**config.mk**
```make
export PLATFORM = sky130hd
export DESIGN_NAME = aes_uart_block_bridge
export DESIGN_NICKNAME = d
export VERILOG_FILES = /design/src/rtl/aes_uart_block_bridge.sv
export SDC_FILE = /design/constraint.sdc
export NUM_CORES = 1
export LEC_CHECK = 0
export ABC_AREA = 1
export BUFFER_PORTS_ARGS = -buffer_cell sky130_fd_sc_hd__clkbuf_2
export CORE_MARGIN = 1
export CORE_UTILIZATION = 40
export CTS_CLUSTER_DIAMETER = 30
export DETAILED_ROUTE_END_ITERATION = 10
export REMOVE_ABC_BUFFERS = 1
export SYNTH_ARGS = -nofsm -noshare
export SYNTH_HDL_FRONTEND = slang
export SYNTH_SLANG_ARGS = --single-unit
```
**constraint.sdc**
```tcl
create_clock -name clk -period 10.6 [get_ports clk]
set_clock_uncertainty 0.15 [all_clocks]
set_input_delay 1.06 -clock clk [delete_from_list [all_inputs] [get_ports clk]]
set_output_delay 1.06 -clock clk [all_outputs]
set_load 0.01 [all_outputs]
```
**src/rtl/aes_uart_block_bridge.sv**
```systemverilog
// aes_uart_block_bridge
//   UART front end for the AES datapath. Received 8N1 bytes are packed into
//   BLOCK_BYTES-wide blocks (first byte in the MSBs) and offered on a
//   valid/ready handshake. Result blocks of RSP_BYTES are serialised back onto
//   the line, MSB byte first, LSB bit first.
// Ports
//   clk, reset                 rising-edge clock, asynchronous active-high reset
//   uart_rx / uart_tx          serial in / out, idle high
//   blk_valid/blk_data/blk_ready   inbound block handshake
//   rsp_valid/rsp_data/rsp_ready   outbound result handshake
//   frames_received            mirror of blk_valid
//   uart_tx_ready              mirror of rsp_ready
//   frame_err, overrun         sticky error flags, cleared by reset only
module aes_uart_block_bridge #(
   parameter int CLK_DIV      = 868,
   parameter int BLOCK_BYTES  = 16,
   parameter int RSP_BYTES    = 16,
   parameter int TIMEOUT_BITS = 20
) (
   input  logic                     clk,
   input  logic                     reset,
   input  logic                     uart_rx,
   output logic                     uart_tx,
   output logic                     blk_valid,
   output logic [8*BLOCK_BYTES-1:0] blk_data,
   input  logic                     blk_ready,
   input  logic                     rsp_valid,
   input  logic [8*RSP_BYTES-1:0]   rsp_data,
   output logic                     rsp_ready,
   output logic                     frames_received,
   output logic                     uart_tx_ready,
   output logic                     frame_err,
   output logic                     overrun
);
   localparam int CW     = $clog2(CLK_DIV);
   localparam int BW     = (BLOCK_BYTES > 1) ? $clog2(BLOCK_BYTES) : 1;
   localparam int TW     = (RSP_BYTES > 1) ? $clog2(RSP_BYTES) : 1;
   localparam int TO_CYC = TIMEOUT_BITS * CLK_DIV;
   localparam int OW     = $clog2(TO_CYC + 1);
   localparam logic [CW-1:0] BIT_LAST  = CW'(CLK_DIV - 1);
   localparam logic [CW-1:0] HALF_LAST = CW'(CLK_DIV / 2 - 1);
   localparam logic [OW-1:0] TO_LAST   = OW'(TO_CYC - 1);
   localparam logic [BW-1:0] BLK_LAST  = BW'(BLOCK_BYTES - 1);
   localparam logic [TW-1:0] RSP_LAST  = TW'(RSP_BYTES - 1);

   typedef enum logic [1:0] {R_IDLE, R_START, R_DATA, R_STOP} rx_state_t;
   typedef enum logic [1:0] {T_IDLE, T_START, T_DATA, T_STOP} tx_state_t;

   logic                     rx_meta_q, rx_sync_q, rx_prev_q;
   rx_state_t                rx_state_q, rx_state_d;
   logic [CW-1:0]            rx_cnt_q, rx_cnt_d;
   logic [2:0]               rx_bit_q, rx_bit_d;
   logic [7:0]               rx_shift_q, rx_shift_d;
   logic [BW-1:0]            byte_cnt_q, byte_cnt_d;
   logic [OW-1:0]            to_cnt_q, to_cnt_d;
   logic                     blk_valid_q, blk_valid_d;
   logic [8*BLOCK_BYTES-1:0] blk_data_q, blk_data_d;
   logic                     frame_err_q, frame_err_d;
   logic                     overrun_q, overrun_d;

   tx_state_t                tx_state_q, tx_state_d;
   logic [CW-1:0]            tx_cnt_q, tx_cnt_d;
   logic [2:0]               tx_bit_q, tx_bit_d;
   logic [7:0]               tx_byte_q, tx_byte_d;
   logic [8*RSP_BYTES-1:0]   tx_shift_q, tx_shift_d;
   logic [TW-1:0]            tx_idx_q, tx_idx_d;
   logic                     tx_q, tx_d;
   logic                     rsp_ready_q, rsp_ready_d;

   // Receive FSM, byte packing, handshake, timeout and sticky error flags
   always_comb begin
      rx_state_d  = rx_state_q;
      rx_cnt_d    = rx_cnt_q;
      rx_bit_d    = rx_bit_q;
      rx_shift_d  = rx_shift_q;
      byte_cnt_d  = byte_cnt_q;
      to_cnt_d    = to_cnt_q;
      blk_data_d  = blk_data_q;
      frame_err_d = frame_err_q;
      overrun_d   = overrun_q;
      if (blk_valid_q && blk_ready) begin
         blk_valid_d = 1'b0;
      end else begin
         blk_valid_d = blk_valid_q;
      end
      case (rx_state_q)
         R_IDLE: begin
            rx_cnt_d = '0;
            if (rx_prev_q && !rx_sync_q) begin
               rx_state_d = R_START;
               to_cnt_d   = '0;
            end else if (byte_cnt_q != '0) begin
               // A stalled partial block is silently abandoned
               if (to_cnt_q == TO_LAST) begin
                  byte_cnt_d = '0;
                  to_cnt_d   = '0;
               end else begin
                  to_cnt_d = to_cnt_q + OW'(1);
               end
            end else begin
               to_cnt_d = '0;
            end
         end
         R_START: begin
            if (rx_cnt_q == HALF_LAST) begin
               rx_cnt_d = '0;
               rx_bit_d = 3'd0;
               if (rx_sync_q) begin
                  rx_state_d = R_IDLE;
               end else begin
                  rx_state_d = R_DATA;
               end
            end else begin
               rx_cnt_d = rx_cnt_q + CW'(1);
            end
         end
         R_DATA: begin
            if (rx_cnt_q == BIT_LAST) begin
               rx_cnt_d   = '0;
               rx_shift_d = {rx_sync_q, rx_shift_q[7:1]};
               if (rx_bit_q == 3'd7) begin
                  rx_state_d = R_STOP;
               end else begin
                  rx_bit_d = rx_bit_q + 3'd1;
               end
            end else begin
               rx_cnt_d = rx_cnt_q + CW'(1);
            end
         end
         R_STOP: begin
            if (rx_cnt_q == BIT_LAST) begin
               rx_cnt_d   = '0;
               rx_state_d = R_IDLE;
               if (!rx_sync_q) begin
                  frame_err_d = 1'b1;
               end else if (blk_valid_q) begin
                  overrun_d = 1'b1;
               end else begin
                  for (int k = 0; k < BLOCK_BYTES; k++) begin
                     blk_data_d[8*(BLOCK_BYTES-k)-1 -: 8] =
                        (byte_cnt_q == BW'(k)) ? rx_shift_q : blk_data_q[8*(BLOCK_BYTES-k)-1 -: 8];
                  end
                  if (byte_cnt_q == BLK_LAST) begin
                     byte_cnt_d  = '0;
                     blk_valid_d = 1'b1;
                  end else begin
                     byte_cnt_d = byte_cnt_q + BW'(1);
                  end
               end
            end else begin
               rx_cnt_d = rx_cnt_q + CW'(1);
            end
         end
         default: begin
            rx_state_d = R_IDLE;
         end
      endcase
   end

   // Transmit FSM: start bit, 8 data bits LSB first, stop bit, per byte
   always_comb begin
      tx_state_d  = tx_state_q;
      tx_cnt_d    = tx_cnt_q;
      tx_bit_d    = tx_bit_q;
      tx_byte_d   = tx_byte_q;
      tx_shift_d  = tx_shift_q;
      tx_idx_d    = tx_idx_q;
      tx_d        = tx_q;
      rsp_ready_d = rsp_ready_q;
      case (tx_state_q)
         T_IDLE: begin
            tx_d        = 1'b1;
            rsp_ready_d = 1'b1;
            tx_cnt_d    = '0;
            if (rsp_valid && rsp_ready_q) begin
               tx_byte_d   = rsp_data[8*RSP_BYTES-1 -: 8];
               tx_shift_d  = rsp_data << 4'd8;
               tx_idx_d    = '0;
               tx_d        = 1'b0;
               rsp_ready_d = 1'b0;
               tx_state_d  = T_START;
            end else begin
               tx_state_d = T_IDLE;
            end
         end
         T_START: begin
            if (tx_cnt_q == BIT_LAST) begin
               tx_cnt_d   = '0;
               tx_bit_d   = 3'd0;
               tx_d       = tx_byte_q[0];
               tx_byte_d  = {1'b0, tx_byte_q[7:1]};
               tx_state_d = T_DATA;
            end else begin
               tx_cnt_d = tx_cnt_q + CW'(1);
            end
         end
         T_DATA: begin
            if (tx_cnt_q == BIT_LAST) begin
               tx_cnt_d = '0;
               if (tx_bit_q == 3'd7) begin
                  tx_d       = 1'b1;
                  tx_state_d = T_STOP;
               end else begin
                  tx_bit_d  = tx_bit_q + 3'd1;
                  tx_d      = tx_byte_q[0];
                  tx_byte_d = {1'b0, tx_byte_q[7:1]};
               end
            end else begin
               tx_cnt_d = tx_cnt_q + CW'(1);
            end
         end
         T_STOP: begin
            if (tx_cnt_q == BIT_LAST) begin
               tx_cnt_d = '0;
               if (tx_idx_q == RSP_LAST) begin
                  tx_d        = 1'b1;
                  rsp_ready_d = 1'b1;
                  tx_state_d  = T_IDLE;
               end else begin
                  // Next byte starts immediately, no idle gap
                  tx_idx_d   = tx_idx_q + TW'(1);
                  tx_byte_d  = tx_shift_q[8*RSP_BYTES-1 -: 8];
                  tx_shift_d = tx_shift_q << 4'd8;
                  tx_d       = 1'b0;
                  tx_state_d = T_START;
               end
            end else begin
               tx_cnt_d = tx_cnt_q + CW'(1);
            end
         end
         default: begin
            tx_state_d = T_IDLE;
         end
      endcase
   end

   // State registers; the rx synchroniser resets to the idle line level
   always_ff @(posedge clk or posedge reset) begin
      if (reset) begin
         rx_meta_q   <= 1'b1;
         rx_sync_q   <= 1'b1;
         rx_prev_q   <= 1'b1;
         rx_state_q  <= R_IDLE;
         rx_cnt_q    <= '0;
         rx_bit_q    <= 3'd0;
         rx_shift_q  <= 8'h00;
         byte_cnt_q  <= '0;
         to_cnt_q    <= '0;
         blk_valid_q <= 1'b0;
         blk_data_q  <= '0;
         frame_err_q <= 1'b0;
         overrun_q   <= 1'b0;
         tx_state_q  <= T_IDLE;
         tx_cnt_q    <= '0;
         tx_bit_q    <= 3'd0;
         tx_byte_q   <= 8'h00;
         tx_shift_q  <= '0;
         tx_idx_q    <= '0;
         tx_q        <= 1'b1;
         rsp_ready_q <= 1'b1;
      end else begin
         rx_meta_q   <= uart_rx;
         rx_sync_q   <= rx_meta_q;
         rx_prev_q   <= rx_sync_q;
         rx_state_q  <= rx_state_d;
         rx_cnt_q    <= rx_cnt_d;
         rx_bit_q    <= rx_bit_d;
         rx_shift_q  <= rx_shift_d;
         byte_cnt_q  <= byte_cnt_d;
         to_cnt_q    <= to_cnt_d;
         blk_valid_q <= blk_valid_d;
         blk_data_q  <= blk_data_d;
         frame_err_q <= frame_err_d;
         overrun_q   <= overrun_d;
         tx_state_q  <= tx_state_d;
         tx_cnt_q    <= tx_cnt_d;
         tx_bit_q    <= tx_bit_d;
         tx_byte_q   <= tx_byte_d;
         tx_shift_q  <= tx_shift_d;
         tx_idx_q    <= tx_idx_d;
         tx_q        <= tx_d;
         rsp_ready_q <= rsp_ready_d;
      end
   end

   assign uart_tx         = tx_q;
   assign blk_valid       = blk_valid_q;
   assign blk_data        = blk_data_q;
   assign rsp_ready       = rsp_ready_q;
   assign frames_received = blk_valid_q;
   assign uart_tx_ready   = rsp_ready_q;
   assign frame_err       = frame_err_q;
   assign overrun         = overrun_q;
endmodule

```
Word level (Yosys, flattened, before mapping)
Cells that the tools add are included.

Reduce and logical (&&, ||, !) cells: 42. $add $sub $neg: 7. Bitwise operators: 2. Equal/unequal tests: 47. Muxes and demuxes: 69.

Operators by type and width (number): $mux 128 (3); $pmux 128 s2 (1); $reduce_and 5->1 (17); $mux 8 (6); $mux 15 (3); $mux 4 (10); $ne 2x2->1 const B (19); $eq 4x4->1 const B (9); $pmux 8 s4 (1); $mux 10 (3); $pmux 10 s3 (1); $add 10x1->10 const B (2); $eq 10x10->1 const B (2); $mux 2 (10); $pmux 10 s2 (1); $reduce_and 4->1 (5); $mux 3 (6); $eq 4x3->1 const B (4); $mux 1 (16); $pmux 2 s4 (2); $pmux 4 s2 (2); $add 15x1->15 const B (1); $eq 15x15->1 const B (1); $pmux 3 s2 (2); 23 further kinds (40).

Flip-flop bits (word level): 333. Word-level logic and storage cells: 203.

Longest topological paths before layout
Gate-level depths: netlist of the first run.

Word-level depth: 7. Gate-level depth with buffers: 11. Depth with buffers taken out: 11.

Worst setup path before layout of the first run
Ideal clock, no wire load.

Kind: input to register. Start: in rsp_valid. End: reg tx_shift_q[36]. Setup slack: 8.412 ns. Cell stages on the path: 9. Data arrival time: 1.921 ns. Library setup time: 0.117 ns. Data required time: 10.333 ns. Cells stage by stage: nand2_1 -> nand2_1 -> nand2_1 -> a21oi_2 -> nand2_1 -> buf_2 -> clkbuf_1 -> nand2_1 -> nand2_1.

Cells in the longest elaborated chain, start to end: 3.

RTL lines: start: declaration (line 27) `input logic rsp_valid,`; $logic_and 1x1->1 (line 175) `if (rsp_valid && rsp_ready_q) begin`; $ne 2x2->1 (no line); $reduce_and 4->1 (no line); end signal: assignment (line 279) `tx_shift_q <= tx_shift_d;`; end: declaration (line 65) `logic [8*RSP_BYTES-1:0] tx_shift_q, tx_shift_d;`.

No other way between the ends. A chain may end at the register's enable or synchronous reset.

==> results summary, run 1 <==
STA classifies the critical path startpoint as an input port. The design draws 4.17 mW. After synthesis, the netlist uses 37 different library cells.

The buffers inserted during post-CTS setup optimization came out at 0. The final hold violation count was 0. The count of nets after finishing came out at 2,445. For hold timing, the worst endpoint is rx_sync_q$_DFF_PP1_. The final standard cell area without fillers came out at 0.0204 mm^2. The number of I/O pins came out at 268. The startpoint identified for the worst hold timing path is rx_meta_q$_DFF_PP1_.

The clock transition at the registers of the reported paths came out at 0.04 ns. The endpoint of the most critical register-to-register path is tx_shift_q[51]$_DFFE_PP0P_. Row generation in the floorplan step produced 72 rows. The number of buffers created by CTS came out at 84. The initial antenna violation count is 0.

The remaining max-slew budget at the tightest pin came out at 19.3%. The critical path in this run is classified as input port to asynchronous set/reset pin. The switching part of the total power came out at 23.3%. The depth of the worst register-to-register path came out at 8. The DRC violation count after routing is 0. Fill cells in the final layout number 3,693. The cts-stage hold buffer count is 0. The worst register-to-register path begins at tx_state_q[0]$_DFFE_PP0P_. The internal power consumption came out at 3.20 mW.

By area the synthesized netlist is led by dfrtp_1, nand2_1, nand3_1, nand4_1, nor2_1. Combinational cells account for 5.3% of the total power. The static leakage came out at 11.4 nW. The area of the die came out at 0.0403 mm^2.

The remaining antenna violation count after routing came out at 0. The quantity of I/O buffers inserted on ports is 267. The final max-slew violation count came to 0. The average instance area after synthesis is 7.72 um^2.

The total routed wirelength came out at 43,200 um. Setup repair after global routing left no endpoint under its margin. The first routing iteration left 1,089 violations.

Counting instances, the worst hold path has a depth of 0. The H-tree generated during clock tree synthesis spans 3 levels. The power density over cell area is 205 mW/mm^2.

After floorplanning, the core was sized to cover 0.0388 mm^2. Entering global routing, the biggest net connects 113 pins. The die boundary width is 201 um. The routed length per instance came out at 15.0 um. 0 antenna diodes ended up in the layout.

The data arrival time of the worst path came out at 3.66 ns. Post-CTS repair changed the size of 0 cells. The first-pass detailed-route iteration total came out at 5. The floorplan step set the die height to 201 um. The area overhead of the layout relative to synthesis is 29.2%. The worst setup path is captured at an asynchronous set/reset pin. The wire length of the first global-routing pass came out at 71,500 um. In the synthesized netlist the dominant register cell turns out to be dfrtp_1. Clock latency on the worst-skew pair, taken at its later pin, is 0.60 ns. The clock sink total is 325. The share of total power in sequential cells is 30.5%. The synthesized design contains 0 enable-type register cells. The wire-length estimate of the detail-placed layout is 26,400 um. Once the floorplan was initialized, standard cells occupied 40.7% of the core. The relative contribution of the clock network to total power is 64.3%. At the pin with the least slew margin, the transition time is 1.21 ns. The via count of the first global-routing pass is 13,700.

The run finished with clean final reports. The sequential cell area is 0.00814 mm^2. For this run the aggregate overflow at the end of global routing stands at 0. The maximum operating frequency came out at 0.307 GHz. Global routing used 21.7% of the available tracks across all layers.

The final setup TNS came out at 0 ns. The minimum clock period after layout came out at 3.26 ns. The via count normalized by instance count is 4.95. The post-route clock period utilization came out at 30.7%.

At the end of routability-driven placement, the weighted congestion stood at 0.809. The number of max-cap violations is 0. In the synthesized netlist the async set-or-reset flop fraction comes to 100%. The final setup violation count came out at 0. The cell area after technology mapping is 0.0158 mm^2. The placement-stage cell area came out at 0.0174 mm^2. The largest driver fanout on the critical path came out at 100. STA puts the critical path data required time at 11.01 ns.

The synthesized design spends more area on one cell type than any other, namely dfrtp_1. The highest ir drop seen on vdd is 112 uV. TritonCTS built the clock tree. After technology mapping, the gate count stands at 2,045. The deepest clock path buffer count is 3.

The fraction of final layout cells sized beyond drive strength 1 came out at 20.6%. The sequential cell area fraction in the yosys report is 51.6%. The root buffer cell chosen for the clock tree is clkbuf_16. Yosys printed 0 warnings. The multi-input combinational cells in the finished layout cover a total of 0.00689 mm^2.

For this design the total switching power over the nets is 972 uW. The area fraction of the dominant cell type after synthesis is 50.7%. The worst reg-to-reg setup slack is 7.61 ns. The tightest min-delay check is of the flip-flop to flip-flop type. Synthesis inferred 325 register bits. The vias after detailed routing came out at 14,300.
==> power groups by stage <==
| stage | combinational [mW] | sequential [mW] | clock [mW] |
|---|---|---|---|
| 3_5_place_dp | 0.221 | 1.29 | 0 |
| 5_1_grt | 0.253 | 1.27 | 2.80 |
| 6_report | 0.219 | 1.27 | 2.68 |
| 4_1_cts | 0.222 | 1.27 | 2.72 |
| 3_3_place_gp | 0.218 | 1.29 | 0 |
| 2_1_floorplan | 0.144 | 1.29 | 0 |
==> placed cells by master, fill, tap and decap left out, types with 8 or more instances in the layout <==
master / Yosys / layout
nor2_1: 75 / 75
nand4_1: 68 / 68
o21ai_0: 28 / 28
clkbuf_16: 0 / 84
clkinvlp_4: 0 / 10
buf_4: 7 / 12
clkbuf_2: 0 / 267
a21oi_1: 24 / 24
nand2_1: 1030 / 1028
nor2_4: 8 / 9
clkbuf_8: 0 / 13
xor2_1: 8 / 8
nand3_2: 13 / 13
clkinv_2: 0 / 15
clkbuf_1: 58 / 12
nor2_2: 10 / 9
nor3_1: 13 / 13
ha_1: 18 / 17
dfrtp_1: 320 / 320
inv_1: 61 / 59
bufinv_16: 0 / 14
nand3_1: 214 / 214
==> worst max-delay path, cell delays in order <==
cell and delay, ns:
clkbuf_2 0.12, inv_8 0.47, buf_4 0.91, buf_4 0.90
==> registers in the layout, summed over array words and instances (netlist names), 2 cells and up, named ones only <==
signal      flops
tx_state_q      2
to_cnt_q       15
tx_shift_q    120
tx_byte_q       8
tx_idx_q        4
rx_shift_q      8
rx_bit_q        3
tx_cnt_q       10
tx_bit_q        3
byte_cnt_q      4
rx_cnt_q       10
blk_data      128
==> routing by layer <==
metal | global-route usage (%) | part of all wire (%) | wire length, um
met2 | 33.8 | 47 | 20400
met3 | 4.43 | 5.4 | 2310
met4 | 8.83 | 2.8 | 1190
met5 | 0 | 0 | 0
met1 | 29.5 | 45 | 19300
==> how the worst max path moves through the flow <==
stage	endpoint	startpoint
after global placement	blk_data[6]$_DFFE_PP0P_	reset
after floorplan	asynchronous set/reset pin	reset
after CTS	blk_data[7]$_DFFE_PP0P_	reset
final	blk_data[5]$_DFFE_PP0P_	reset
after detailed placement	blk_data[7]$_DFFE_PP0P_	reset
after global routing	blk_data[6]$_DFFE_PP0P_	reset
==> Yosys cell counts (all sizes together) (2+ instances only) <==
cell,n
a21oi,25
xor2,8
or2,4
buf,58
nand2,1032
inv,66
dfstp,5
dfrtp,320
nand4,68
nor3,14
a31o,2
nor2,96
ha,18
o21ai,28
nor3b,6
clkbuf,58
nand3,231
==> metrics by stage <==
step / std cells / utilization [%] / setup WS (ns) / hold WS, ns
global placement: 2726 / 44.7 / 6.60 / 0.198
CTS: 2883 / 52.5 / 7.16 / 0.184
global route: 2883 / 52.5 / 6.87 / 0.186
finish: 2883 / 52.5 / 7.34 / 0.190
detailed placement: 2726 / 44.7 / 6.58 / 0.197
floorplan: 1929 / - / 0.400 / 0.195
==> area by class of cell <==
cell class / instances / area share, %
clock buffer: 109 / 11.4
sequential: 325 / 39.9
inverter: 67 / 1.28
tap: 518 / 3.18
clock inverter: 48 / 3.45
multi-input combinational: 1537 / 33.8
timing repair buffer: 279 / 6.99
==> logic make-up after synthesis <==
kind of cell,synth area share [%]
buf+inv,5.03
flops,51.6
xor+xnor,0.499
simple gates,39.5
fa+ha+maj,1.43
compound gates,1.97
Power figures use the tool's default switching activity.
==> run 2: changes to the inputs <==
==> constraint.sdc (replaced) <==
create_clock -name clk -period 2.9 [get_ports clk]
set_clock_uncertainty 0.15 [all_clocks]
set_input_delay 0.29 -clock clk [delete_from_list [all_inputs] [get_ports clk]]
set_output_delay 0.29 -clock clk [all_outputs]
set_load 0.01 [all_outputs]
==> results summary, run 2 (same netlist as run 1, synthesis figures left out) <==
The run finished with clean final reports. The total routed wirelength is 45,700 um (+5.9%). The power density over cell area was 706 mW/mm^2 (+250%). The final critical path takes up 80.9% of the cycle.

The vertical die dimension is 201 um (unchanged). The global-route total usage across every layer came out at 23.0% (+1.4 points). The wire length of the first global-routing pass was 75,700 um (+5.9%). The final max-slew violation count came out at 0 (unchanged).

The number of buffers created by CTS is 85 (+1.2%). The worst hold path belongs to the class input port to flip-flop. The startpoint type of the worst setup path is a flip-flop. The count of nets after finishing is 2,593 (+6.1%).

The vias after detailed routing is 15,000 (+5.1%). The deepest clock path buffer count is 3 (unchanged). The via count of the first global-routing pass came out at 14,800 (+7.6%).

The number of I/O pins is 268 (unchanged). The core area was 0.0388 mm^2 (unchanged). The data required time of the critical path came to 3.26 ns (-7.75 ns).

The final setup TNS came out at 0 ns (unchanged). The routed length per instance came out at 15.1 um (+0.79%). The final setup violation count came out at 0 (unchanged). The cell sitting at the root of the clock tree is a clkbuf_16.

The final standard cell utilization of the core is 56.6% (+4.1 points). The transition time at the pin with the least slew margin is 1.04 ns (-0.171 ns). The area of the die came out at 0.0403 mm^2 (unchanged). The library cell used most frequently in the layout, excluding fill and tap cells, is nand2_1.

The buffers inserted during post-CTS setup optimization came out at 0 (unchanged). The initial antenna violation count is 0 (unchanged). Relative to the synthesized area, the layout overhead comes to 39.2%.

The minimum clock period after layout came out at 2.35 ns. The overall overflow remaining after global route came out at 0 (unchanged). The standard-cell row count came to 72 (unchanged).

The starting density of the core is 40.7% (unchanged). The non-filler instance count after layout came out at 3,029 (+5.1%). The antenna diode count came to 0 (unchanged). The number of placed instances, taps included is 2,743 (+0.62%). The maximum operating frequency came out at 0.426 GHz. The clock sink total is 325 (unchanged).

STA classifies the critical path endpoint as a flip-flop. The number of DRC violations after detailed-routing iteration 0 was 977 (-10%). The maximum number of pins on one net before global-route repair was 118 (+4.4%). The quantity of gates resized following cts was 0 (unchanged). The quantity of I/O buffers inserted on ports came out at 267 (unchanged).

The fraction of final layout cells sized beyond drive strength 1 was 20.0% (-0.64 points). The via count normalized by instance count was 4.95 (about the same). The largest driver fanout on the critical path was 17 (-83%). The number of flip-flops under the largest register name was 128 (unchanged).

The number of levels the H-tree was split into is 3 (unchanged). The final weighted congestion in routability-driven placement came out at 0.816 (+0.80%). The final hold violation count came out at 0 (unchanged). TritonCTS built the clock tree. The DRC violation count after routing came out at 0 (unchanged). The die boundary width was 201 um (unchanged).

The first-pass detailed-route iteration total is 5 (unchanged). The static leakage is 12.1 nW (+6.2%). The clock latency on the worst-skew pair came out at 0.59 ns (about the same). By startpoint and endpoint, the worst setup path is classified as flip-flop to flip-flop. The data arrival time of the worst path is 2.71 ns (-0.95 ns).

The remaining antenna violation count after routing is 0 (unchanged). Leaving out fill and tap cells, the most frequent cells in the layout are nand2_1, dfrtp_1, clkbuf_2. The highest ir drop seen on vdd is 394 uV (+250%). Setup repair after global routing left no endpoint under its margin. The remaining max-slew budget at the tightest pin came to 30.8% (+11 points). The clock transition at the registers of the reported paths is 0.04 ns (about the same).

The number of max-cap violations is 0 (unchanged). The post-detailed-placement half-perimeter wirelength came to 27,600 um (+4.6%).
-- run 2: changes by cell type in the layout (fill, tap and decap cells not counted) --
cell           previous run  this run
buf_12                    0        11
buf_4                    12        18
bufinv_16                14        15
clkbuf_1                 12        14
clkbuf_16                84        85
clkinv_2                 15        16
clkinv_4                  3         2
clkinv_8                  4         3
clkinvlp_4               10         5
dlygate4sd3_1             0       130
inv_6                     2         3
-- run 2: layout make-up --
| type | instances | area, um^2 |
|---|---|---|
| clock buffers | 112 | 2360 |
| clock inverters | 44 | 686 |
| fillers | 3474 | 16900 |
| inverters | 67 | 260 |
| multi-input cells | 1537 | 6890 |
| flip-flops and latches | 325 | 8140 |
| well taps | 518 | 648 |
| repair buffers | 426 | 2990 |
-- run 2: repair_timing --
| item | in CTS | in global routing |
|---|---|---|
| setup endpoints to repair | 0 | 0 |
| hold buffers | 130 | 0 |
| endpoints found under the hold margin | 209 | 0 |
-- run 2: path summary, 6_finish.rpt --
kind / start / endpoint / slack (ns) / depth (start not counted)
min in group asynchronous: reset / tx_cnt_q[5]$_DFF_PP0_ / 0.24 / 3
worst min-delay path: rsp_data[120] / tx_byte_q[0]$_DFFE_PP0P_ / 0.01 / 5
worst min register to register: rx_meta_q$_DFF_PP1_ / rx_sync_q$_DFF_PP1_ / 0.21 / 0
worst max-delay path: rx_cnt_q[0]$_DFF_PP0_ / blk_data[124]$_DFFE_PP0P_ / 0.55 / 10
worst max register to register: rx_cnt_q[0]$_DFF_PP0_ / blk_data[124]$_DFFE_PP0P_ / 0.55 / 10
max in group asynchronous: reset / tx_shift_q[28]$_DFFE_PP0P_ / 1.57 / 4
-- run 2: routing by layer --
layer	GRT usage (%)	part of all wire, %	up-vias
met1	29.6	44	7069
li1	-	-	7341
met3	4.46	4.9	143
met5	0	0	-
met4	12.1	4.5	0
met2	36.9	47	445
-- run 2: through the flow --
stage	cell area, um^2	worst slack, ns	hold slack, ns	power (mW)
after global routing	22000	0.306	0.0939	16.1
after global placement	17600	0.664	0.199	5.54
after floorplan	15200	-7.09	0.144	5.23
after detailed placement	17600	0.572	0.203	5.56
after CTS	22000	0.556	0.00384	15.7
final	22000	0.553	0.0139	15.5
-- run 2: where the power goes --
part / internal, mW / switching, mW / total [mW]
registers: 4.60 / 0.0523 / 4.65
clock network: 7.02 / 2.88 / 9.89
logic: 0.352 / 0.624 / 0.976
-- run 2: worst max-delay path, stage by stage (launching register included) --
cell     delay, ns
dfrtp_1       0.42
ha_1          0.25
nand2_1       0.07
nor2_1        0.11
nand3_2       0.19
nor2_4        0.19
nand2_4       0.11
nor2_4        0.39
buf_12        0.20
nand3_1       0.07
nand2_1       0.12
==> run 3: changes to the inputs <==
==> constraint.sdc (replaced) <==
create_clock -name clk -period 2.4 [get_ports clk]
set_clock_uncertainty 0.15 [all_clocks]
set_input_delay 0.24 -clock clk [delete_from_list [all_inputs] [get_ports clk]]
set_output_delay 0.24 -clock clk [all_outputs]
set_load 0.01 [all_outputs]
==> results summary, run 3 (same netlist as run 1, synthesis figures left out) <==
The run finished with clean final reports. The quantity of I/O buffers inserted on ports came out at 267 (unchanged). The transition time at the pin with the least slew margin came out at 0.886 ns (-0.152 ns).

The total routed wirelength is 45,700 um (-0.20%). The post-route clock period utilization was 88.5% (+7.6 points). The data required time of the critical path is 2.70 ns (-0.56 ns). The number of fill cells is 3,457 (-0.49%). The maximum number of pins on one net before global-route repair is 80 (-32%). The worst-case setup margin in the final layout is 0.275 ns (-0.277 ns). The global routing usage on met3 is 3.78% (-0.68 points). The deepest clock path buffer count came to 3 (unchanged). The routing usage on met1 is 30.1% (+0.52 points). The core area came out at 0.0388 mm^2 (unchanged).

The largest driver fanout on the critical path is 74 (+57). The area of the die is 0.0403 mm^2 (unchanged). The first-pass detailed-route iteration total came to 5 (unchanged). The library cell used most frequently in the layout, excluding fill and tap cells, is nand2_1. The starting density of the core is 40.7% (unchanged). The overall overflow remaining after global route came to 0 (unchanged). The remaining max-slew budget at the tightest pin came out at 40.9% (+10 points). The final setup violation count is 0 (unchanged). The number of DRC violations after detailed-routing iteration 0 is 873 (-11%). Setup repair after global routing left no endpoint under its margin.

The type of the tightest min-delay check is input port to asynchronous set/reset pin. The clock transition at the registers of the reported paths came to 0.04 ns (about the same). The via count normalized by instance count came out at 4.95 (about the same). The data arrival time of the worst path is 2.42 ns (-0.29 ns). The layer flagged by global routing as most heavily used is met2. The fraction of met2 tracks used by global routing came out at 36.7% (-0.21 points). The power density over cell area came out at 816 mW/mm^2 (+16%). The post-placement setup slack was 0.162 ns (-0.410 ns).

The number of max-cap violations came out at 0 (unchanged). The final standard cell area without fillers came out at 0.0220 mm^2 (+0.29%). The global-route total usage across every layer came out at 23.1% (+0.049 points). The placement-stage cell area is 0.0178 mm^2 (+1.0%). The CTS tree is done. The fraction of final layout cells sized beyond drive strength 1 came out at 20.4% (+0.37 points). The die boundary width came out at 201 um (unchanged). The quantity of gates resized following cts came out at 0 (unchanged). The count of nets after finishing came to 2,615 (+0.85%). The standard-cell row count was 72 (unchanged). The tree is rooted in a clkbuf_16. The vias after detailed routing came to 15,100 (+0.60%). The post-detailed-placement half-perimeter wirelength is 28,500 um (+3.2%). The final hold violation count came out at 0 (unchanged). The area growth from synthesis to layout is 39.6%. The static leakage came to 12.2 nW (+0.51%). The highest ir drop seen on vdd is 507 uV (+29%). The minimum clock period after layout came out at 2.12 ns (-0.223 ns). The final weighted congestion in routability-driven placement came out at 0.851 (+4.3%). The vertical die dimension came to 201 um (unchanged). The initial antenna violation count was 1 (+1).

The wire length of the first global-routing pass came out at 76,100 um (+0.55%). The top cell types in the final layout, fill and taps aside, are nand2_1, dfrtp_1, clkbuf_2. The worst setup path is captured at a flip-flop. The via count of the first global-routing pass is 15,000 (+1.7%). The worst setup path is launched from a flip-flop. The clock latency on the worst-skew pair was 0.58 ns (about the same). The number of flip-flops under the largest register name is 128 (unchanged). The DRC violation count after routing came out at 0 (unchanged). The critical path is of the flip-flop to flip-flop type. The final max-slew violation count came out at 0 (unchanged). The routed length per instance came out at 15.0 um (-0.83%). The number of levels the H-tree was split into is 3 (unchanged).

The maximum operating frequency is 0.471 GHz (+10%). The number of buffers created by CTS is 84 (-1.2%). The overall power came out at 18.0 mW (+16%). The remaining antenna violation count after routing is 0 (unchanged). The number of I/O pins is 268 (unchanged). The clock sink total is 325 (unchanged).

The final standard cell utilization of the core came out at 56.8% (+0.16 points).
[run 3: cell count changes in the layout (fill, tap and decap cells not counted), sizes merged]
| cell | before | now |
|---|---|---|
| dlygate4sd3 | 130 | 132 |
| clkbuf | 379 | 389 |
| inv | 68 | 67 |
| diode | 0 | 1 |
| bufinv | 15 | 7 |
| clkinvlp | 5 | 6 |
| clkinv | 23 | 16 |
| buf | 29 | 50 |
[run 3: where the power goes]
part	total, mW	internal (mW)	switching (mW)
Sequential	5.62	5.56	0.0633
Clock	11.2	7.88	3.28
Combinational	1.21	0.457	0.750
Total	18.0	13.9	4.10
[run 3: repair_timing]
action,in CTS,in global routing
hold endpoints to repair,247,0
setup buffers,0,2
setup endpoints to repair,0,7
hold buffers,132,0
[run 3: cell type report]
cell class	instances	area [um^2]	area share (%)
Clock buffer	122	2500	11.3
Timing Repair Buffer	449	3230	14.7
Multi-Input combinational cell	1537	6890	31.3
Tap cell	518	648	2.94
Inverter	67	260	1.18
Antenna cell	1	2.50	0.0114
Sequential cell	325	8140	36.9
Clock inverter	29	365	1.66
[run 3: final timing paths]
| check | end | slack (ns) | start | depth (start not counted) |
|---|---|---|---|---|
| worst max-delay path | tx_byte_q[0]$_DFFE_PP0P_ | 0.28 | tx_state_q[0]$_DFFE_PP0P_ | 8 |
| worst min register to register | rx_sync_q$_DFF_PP1_ | 0.20 | rx_meta_q$_DFF_PP1_ | 0 |
| worst min-delay path | blk_data[50]$_DFFE_PP0P_ | 0.11 | reset | 3 |
| min in group clk | rx_meta_q$_DFF_PP1_ | 0.19 | uart_rx | 2 |
| max in group asynchronous | rx_meta_q$_DFF_PP1_ | 1.21 | reset | 4 |
| worst max register to register | tx_byte_q[0]$_DFFE_PP0P_ | 0.28 | tx_state_q[0]$_DFFE_PP0P_ | 8 |
[run 3: critical path, stage by stage, from the launching register on]
cell and delay, ns:
dfrtp_1 0.43, ha_4 0.23, clkinv_2 0.09, buf_12 0.31
nand2_1 0.09, nand2_1 0.16, nand2_1 0.29, nand2_1 0.12
o21ai_0 0.09
[run 3: metal layers]
metal / up-vias / part of all wire [%] / routed length [um]
met2: 460 / 47 / 21500
met3: 147 / 4.8 / 2180
met4: 0 / 4.6 / 2090
met5: - / 0 / 0
li1: 7370 / - / -
met1: 7111 / 44 / 19900
[run 3: per-stage QoR]
stage	TNS [ns]	std cells	hold slack (ns)
floorplan	-3337.66	1929	0.0945
global placement	0	2762	0.177
detailed placement	0	2762	0.187
CTS	0	3045	0.105
global route	0	3048	0.154
finish	0	3048	0.113
